[config.mk]
export PLATFORM = sky130hd
export DESIGN_NAME = fb_arbiter
export DESIGN_NICKNAME = d
export VERILOG_FILES = /design/src/rtl/fb_arbiter.sv
export SDC_FILE = /design/constraint.sdc
export NUM_CORES = 1
export LEC_CHECK = 0
export CORE_AREA = 2 2 97 99
export CTS_BUF_LIST = sky130_fd_sc_hd__clkbuf_4
export CTS_CLUSTER_SIZE = 24
export DETAILED_ROUTE_END_ITERATION = 10
export DIE_AREA = 0 0 99 101
export PLACE_DENSITY = 0.91
export SYNTH_ARGS = -nofsm -noshare
export SYNTH_HDL_FRONTEND = slang
export SYNTH_SLANG_ARGS = --single-unit
[constraint.sdc]
create_clock -name CLOCK_50 -period 7.6 [get_ports CLOCK_50]
set_input_delay 0.76 -clock CLOCK_50 [delete_from_list [all_inputs] [get_ports CLOCK_50]]
set_output_delay 0.76 -clock CLOCK_50 [all_outputs]
set_load 0.02 [all_outputs]
[src/rtl/fb_arbiter.sv]
// Double-buffered frame-buffer arbiter: one single-port RAM shared by a display
// reader (highest priority) and two round-robin writers, with a frame-synchronous swap.
module fb_arbiter #(
  parameter int WIDTH  = 160,
  parameter int HEIGHT = 120,
  parameter int ADDR_W = 16
) (
  input  logic              CLOCK_50,
  input  logic              reset_n,
  input  logic              disp_req,
  input  logic [9:0]        disp_x,
  input  logic [8:0]        disp_y,
  output logic              disp_valid,
  output logic [23:0]       disp_rgb,
  input  logic              w0_req,
  input  logic [9:0]        w0_x,
  input  logic [8:0]        w0_y,
  input  logic [23:0]       w0_rgb,
  output logic              w0_ready,
  input  logic              w1_req,
  input  logic [9:0]        w1_x,
  input  logic [8:0]        w1_y,
  input  logic [23:0]       w1_rgb,
  output logic              w1_ready,
  input  logic              swap_req,
  input  logic              frame_end,
  output logic              front,
  output logic              swap_done,
  output logic [ADDR_W-1:0] mem_addr,
  output logic [23:0]       mem_wdata,
  output logic              mem_we,
  input  logic [23:0]       mem_rdata
);

  localparam int IDX_W = ADDR_W - 1;

  typedef enum logic [0:0] {IDLE = 1'b0, PENDING = 1'b1} swap_state_t;

  swap_state_t       state_r, state_nx_s;
  logic              swap_fire_s;
  logic              front_r, swap_done_r;
  logic              last_w1_r;
  logic              w0_gnt_s, w1_gnt_s, wr_gnt_s;
  logic [9:0]        sel_x_s;
  logic [8:0]        sel_y_s;
  logic [23:0]       sel_rgb_s;
  logic              sel_buf_s;
  logic              in_range_s;
  logic [IDX_W-1:0]  idx_s;
  logic [ADDR_W-1:0] mem_addr_r;
  logic [23:0]       mem_wdata_r;
  logic              mem_we_r;
  logic              rd1_v_r, rd1_ok_r, rd2_v_r, rd2_ok_r;
  logic              disp_valid_r;
  logic [23:0]       disp_rgb_r;

  // Grant: display always wins; writers alternate when both request, last_w1_r = w1 granted last
  always_comb begin
    w0_gnt_s = 1'b0;
    w1_gnt_s = 1'b0;
    if (disp_req) begin
      w0_gnt_s = 1'b0;
      w1_gnt_s = 1'b0;
    end else if (w0_req && w1_req) begin
      w0_gnt_s = last_w1_r;
      w1_gnt_s = ~last_w1_r;
    end else begin
      w0_gnt_s = w0_req;
      w1_gnt_s = w1_req;
    end
  end

  assign wr_gnt_s = w0_gnt_s | w1_gnt_s;
  assign w0_ready = w0_gnt_s;
  assign w1_ready = w1_gnt_s;

  // Select the granted requester's coordinates, pixel and target buffer
  always_comb begin
    sel_x_s   = w1_x;
    sel_y_s   = w1_y;
    sel_rgb_s = w1_rgb;
    sel_buf_s = ~front_r;
    if (disp_req) begin
      sel_x_s   = disp_x;
      sel_y_s   = disp_y;
      sel_rgb_s = 24'd0;
      sel_buf_s = front_r;
    end else if (w0_gnt_s) begin
      sel_x_s   = w0_x;
      sel_y_s   = w0_y;
      sel_rgb_s = w0_rgb;
      sel_buf_s = ~front_r;
    end else begin
      sel_x_s   = w1_x;
      sel_y_s   = w1_y;
      sel_rgb_s = w1_rgb;
      sel_buf_s = ~front_r;
    end
  end

  assign in_range_s = (32'(sel_x_s) < 32'(WIDTH)) && (32'(sel_y_s) < 32'(HEIGHT));
  assign idx_s      = IDX_W'(sel_y_s) * IDX_W'(WIDTH) + IDX_W'(sel_x_s);

  // Registered RAM command, one access slot per cycle
  always_ff @(posedge CLOCK_50 or negedge reset_n) begin
    if (!reset_n) begin
      mem_addr_r  <= '0;
      mem_wdata_r <= 24'd0;
      mem_we_r    <= 1'b0;
    end else begin
      if (disp_req || wr_gnt_s) begin
        mem_addr_r <= {sel_buf_s, idx_s};
      end else begin
        mem_addr_r <= mem_addr_r;
      end
      mem_we_r    <= wr_gnt_s & in_range_s;
      mem_wdata_r <= wr_gnt_s ? sel_rgb_s : 24'd0;
    end
  end

  // Read pipeline: address out N+1, RAM data N+2, registered response N+3
  always_ff @(posedge CLOCK_50 or negedge reset_n) begin
    if (!reset_n) begin
      rd1_v_r      <= 1'b0;
      rd1_ok_r     <= 1'b0;
      rd2_v_r      <= 1'b0;
      rd2_ok_r     <= 1'b0;
      disp_valid_r <= 1'b0;
      disp_rgb_r   <= 24'd0;
    end else begin
      rd1_v_r      <= disp_req;
      rd1_ok_r     <= disp_req & in_range_s;
      rd2_v_r      <= rd1_v_r;
      rd2_ok_r     <= rd1_ok_r;
      disp_valid_r <= rd2_v_r;
      disp_rgb_r   <= rd2_ok_r ? mem_rdata : 24'd0;
    end
  end

  // Round-robin pointer moves only on writer grants
  always_ff @(posedge CLOCK_50 or negedge reset_n) begin
    if (!reset_n) begin
      last_w1_r <= 1'b1;
    end else if (wr_gnt_s) begin
      last_w1_r <= w1_gnt_s;
    end else begin
      last_w1_r <= last_w1_r;
    end
  end

  // Swap FSM next state: a request waits for the following frame_end
  always_comb begin
    state_nx_s  = state_r;
    swap_fire_s = 1'b0;
    case (state_r)
      IDLE: begin
        if (swap_req) begin
          state_nx_s = PENDING;
        end else begin
          state_nx_s = IDLE;
        end
      end
      PENDING: begin
        if (frame_end) begin
          state_nx_s  = IDLE;
          swap_fire_s = 1'b1;
        end else begin
          state_nx_s = PENDING;
        end
      end
      default: begin
        state_nx_s  = IDLE;
        swap_fire_s = 1'b0;
      end
    endcase
  end

  // Swap FSM state, front buffer and swap_done pulse
  always_ff @(posedge CLOCK_50 or negedge reset_n) begin
    if (!reset_n) begin
      state_r     <= IDLE;
      front_r     <= 1'b0;
      swap_done_r <= 1'b0;
    end else begin
      state_r     <= state_nx_s;
      front_r     <= front_r ^ swap_fire_s;
      swap_done_r <= swap_fire_s;
    end
  end

  assign mem_addr   = mem_addr_r;
  assign mem_wdata  = mem_wdata_r;
  assign mem_we     = mem_we_r;
  assign disp_valid = disp_valid_r;
  assign disp_rgb   = disp_rgb_r;
  assign front      = front_r;
  assign swap_done  = swap_done_r;

endmodule

==> run_results.csv <==
group,metric,value,unit
grt,grt_remaining_overflow,0,
power_and_ir_drop,share_comb_of_total_power,36.3,%
clocking,cts_resized,0,
synth,yosysWarnings,0,
timing,period_share,59.5,%
final_layout,syn_to_final_growth,59.2,%
final_layout,diodes,0,
synth,synthXorXnorAreaFrac,2.75,%
final_layout,seqCellArea,1850,µm²
final_layout,drive_gt1_share,6.08,%
power_and_ir_drop,power_leakage,0.00272,µW
synth,synth.area.top_cells,"dfrtp_1 48%, nand2_1 7.7%, and2_1 4.6%",
flow_run,cap_violations,0,
floorplan,core.rowCount,35,
clocking,htreeDepth,3,
detailed_routing,dr_wl_met2,6240,µm
timing,tns,0,ns
detailed_routing,top_layer_used,"met4",
floorplan,core_area,8980,µm²
power_and_ir_drop,pwr-share-seq,39.1,%
detailed_routing,wl_per_cell,16.9,µm
synth,synth_fa_ha_area_share,5.64,%
grt,grt_usage,23.9,%
power_and_ir_drop,power.switching,382,µW
status,status,"complete, no violations",
final_layout,nets,739,
timing,rsz0062_at_grt,"no",
timing,fin_hold_ws,0.358,ns
detailed_routing,wirelength,11900,µm
timing,report.final.slew_viol_count,0,
timing,slew_headroom,22.0,%
synth,ys_types,53,
timing,setup_viol,0,
floorplan,die_y,101,µm
power_and_ir_drop,internal_power,788,µW
synth,async_flop_share,100,%
power_and_ir_drop,p_clk_share,24.6,%
detailed_routing,drt-met1-wl,4400,µm
synth,synth_area_per_cell,9.79,µm²
synth,seq_area_frac_synth,48.6,%
synth,synth_compound_area_share,16.1,%
critical_path,cp_max_fo,12,
synth,syn_nets,542,
timing,hold_violations,0,
power_and_ir_drop,switching_share,32.6,%
synth,yosysTopAreaCell,"dfrtp_1",
clocking,path_clk_slew,0.14,ns
final_layout,layout_common_cells,"204 x clkdlybuf4s50_1, 78 x nand2_1, 73 x dfrtp_1",
synth,syn-instance-count,390,
clocking,cts_setup_buffers,0,
critical_path,crit_path_start_kind,"input pin",
timing,period_minus_slack,4.52,ns
critical_path,path_cells,"clkdlybuf4s50_1 > nand2_2 > mux2i_1 > o21ai_0 > ha_1 > ha_1 > fa_1 > a211oi_2 > nor2_1 > nor4_2 > and4b_1 > nor3_1 > o31ai_2",
detailed_routing,vias,3648,
detailed_routing,routed_via_density,5.19,
clocking,ctsHoldBuffers,0,
place,gp_congestion,0.916,
final_layout,mostFrequentLayoutCell,"clkdlybuf4s50_1",
critical_path,cp_common_cell,"ha_1",
floorplan,start_util,42.5,%
critical_path,end_kind,"register",
detailed_routing,drt_iter0_drc,105,
clocking,cts_made_buffers,9,
floorplan,die_w,99,µm
hold_path,hold_class,"register to register",
critical_path,path_class,"input pin to register",
synth,ys_seq_elements,74,
critical_path,cp_slowest_cell,"clkdlybuf4s50_1",
clocking,cts_root_buf,"clkbuf_4",
detailed_routing,drt-pass1-iter-count,4,
critical_path,cp.arrival,4.87,ns
floorplan,die_area,10000,µm²
synth,synth_top_family_by_area,"simple AND/OR/NAND/NOR gates",
power_and_ir_drop,peakVddDrop,0.0852,mV
detailed_routing,ant_nets,0,
floorplan,pin_count,206,
synth,synth-simple-area-share,19.0,%
critical_path,slowest_delay,0.81,ns
grt,antenna_found_initial,0,
power_and_ir_drop,power_density,192,nW/µm²
clocking,clkSinkCount,74,
clocking,cts_tree,"built",
clocking,clk_latency,0.42,ns
timing,worst_pin_slew,1.17,ns
final_layout,multi_input_area,1840,µm²
final_layout,fillCellCount,671,
detailed_routing,dr_wl_met3,850,µm
grt,grt_max_degree,75,
detailed_routing,route.detailed.drc,0,
grt,grt_pass1_vias,3710,
timing,clock_skew,0.0204,ns
synth,synth_top_area_share,47.9,%
synth,synth-edff-count,0,
place,io_buffers,205,
timing,fmax,0.221,GHz
critical_path,cp.required,7.95,ns
synth,synthMuxAreaShare,4.59,%
grt,grt_pass1_wl,18700,µm
synth,synth_area,3820,µm²
clocking,cts_buffer_depth,2,
place,dp.final_hpwl,9160,µm
synth,ys.flop_type,"dfrtp_1",
-- cells in the mapped netlist (4+ instances only) --
| library cell | n |
|---|---|
| dfrtp_1 | 73 |
| o21ai_0 | 18 |
| a311oi_1 | 6 |
| mux2i_1 | 13 |
| ha_1 | 14 |
| a21oi_1 | 34 |
| mux2_2 | 4 |
| and2_1 | 28 |
| o21ai_1 | 6 |
| buf_2 | 8 |
| xnor2_1 | 4 |
| clkbuf_1 | 6 |
| nor2_1 | 19 |
| xor2_1 | 8 |
| a21o_1 | 11 |
| nand2_1 | 78 |
-- critical path: cells and delay by family --
kind,cells,cell delay (ns)
AOI/OAI and AO/OA,3,0.90
adders and majority gates,3,1.03
buffers and inverters,1,0.81
muxes,1,0.21
and+or+nand+nor,5,1.15
-- stage by stage --
stage | instances | util (%) | instance area, µm² | setup WS [ns] | total power, µW
after floorplan | 390 | - | 3820 | 3.83 | 688
after global placement | 687 | 65.8 | 5910 | 2.92 | 878
after detailed placement | 687 | 65.8 | 5910 | 2.69 | 891
after CTS | 703 | 67.7 | 6080 | 3.14 | 1180
after global routing | 703 | 67.7 | 6080 | 2.71 | 1240
final | 703 | 67.7 | 6080 | 3.08 | 1170
-- flip-flops by register name (all words and copies together), names as in the netlist --
signal and count:
disp_rgb 24, disp_valid 1, front 1, last_w1_r 1, mem_addr 16, mem_wdata 24, mem_we 1, rd1_ok_r 1
rd1_v_r 1, rd2_ok_r 1, rd2_v_r 1, state_r 1, swap_done 1
-- worst paths after layout --
kind,startpoint,to,slack (ns),cells after the start
min in group asynchronous,reset_n,disp_rgb[5]$_DFF_PN0_,0.45,1
max in group asynchronous,reset_n,mem_addr[6]$_DFFE_PN0P_,6.53,1
worst max register to register,last_w1_r$_DFFE_PN1P_,mem_addr[14]$_DFFE_PN0P_,3.34,13
worst min register to register,rd1_v_r$_DFF_PN0_,rd2_v_r$_DFF_PN0_,0.36,0
worst max-delay path,w0_req,mem_addr[14]$_DFFE_PN0P_,3.08,13
worst min-delay path,rd1_v_r$_DFF_PN0_,rd2_v_r$_DFF_PN0_,0.36,0
-- kinds of logic after synthesis --
group                      count (synthesis)
and+or+nand+nor                          150
AOI/OAI and AO/OA                         96
DFF                                       74
buffers and inverters                     25
muxes                                     17
adders and majority gates                 16
xor gates and xnor gates                  12
-- layout make-up --
class | count | area share, %
clock buffers | 9 | 1.11
clock inverters | 7 | 1.65
inverters | 5 | 0.309
multi-input cells | 291 | 30.3
flip-flops and latches | 74 | 30.5
well taps | 111 | 2.29
repair buffers | 206 | 33.9
-- power by group through the flow --
stage | Combinational, µW | Clock [µW] | Sequential, µW
5_1_grt | 461 | 314 | 463
2_1_floorplan | 172 | 0 | 516
6_report | 425 | 287 | 457
3_3_place_gp | 413 | 0 | 465
4_1_cts | 427 | 294 | 458
3_5_place_dp | 425 | 0 | 466
-- layer usage --
layer,vias to the layer above,track usage [%]
li1,1739,-
met1,1715,26.6
met2,163,42.9
met3,31,5.48
met4,0,11.7
met5,-,0
(Power assumes the default switching activity.)
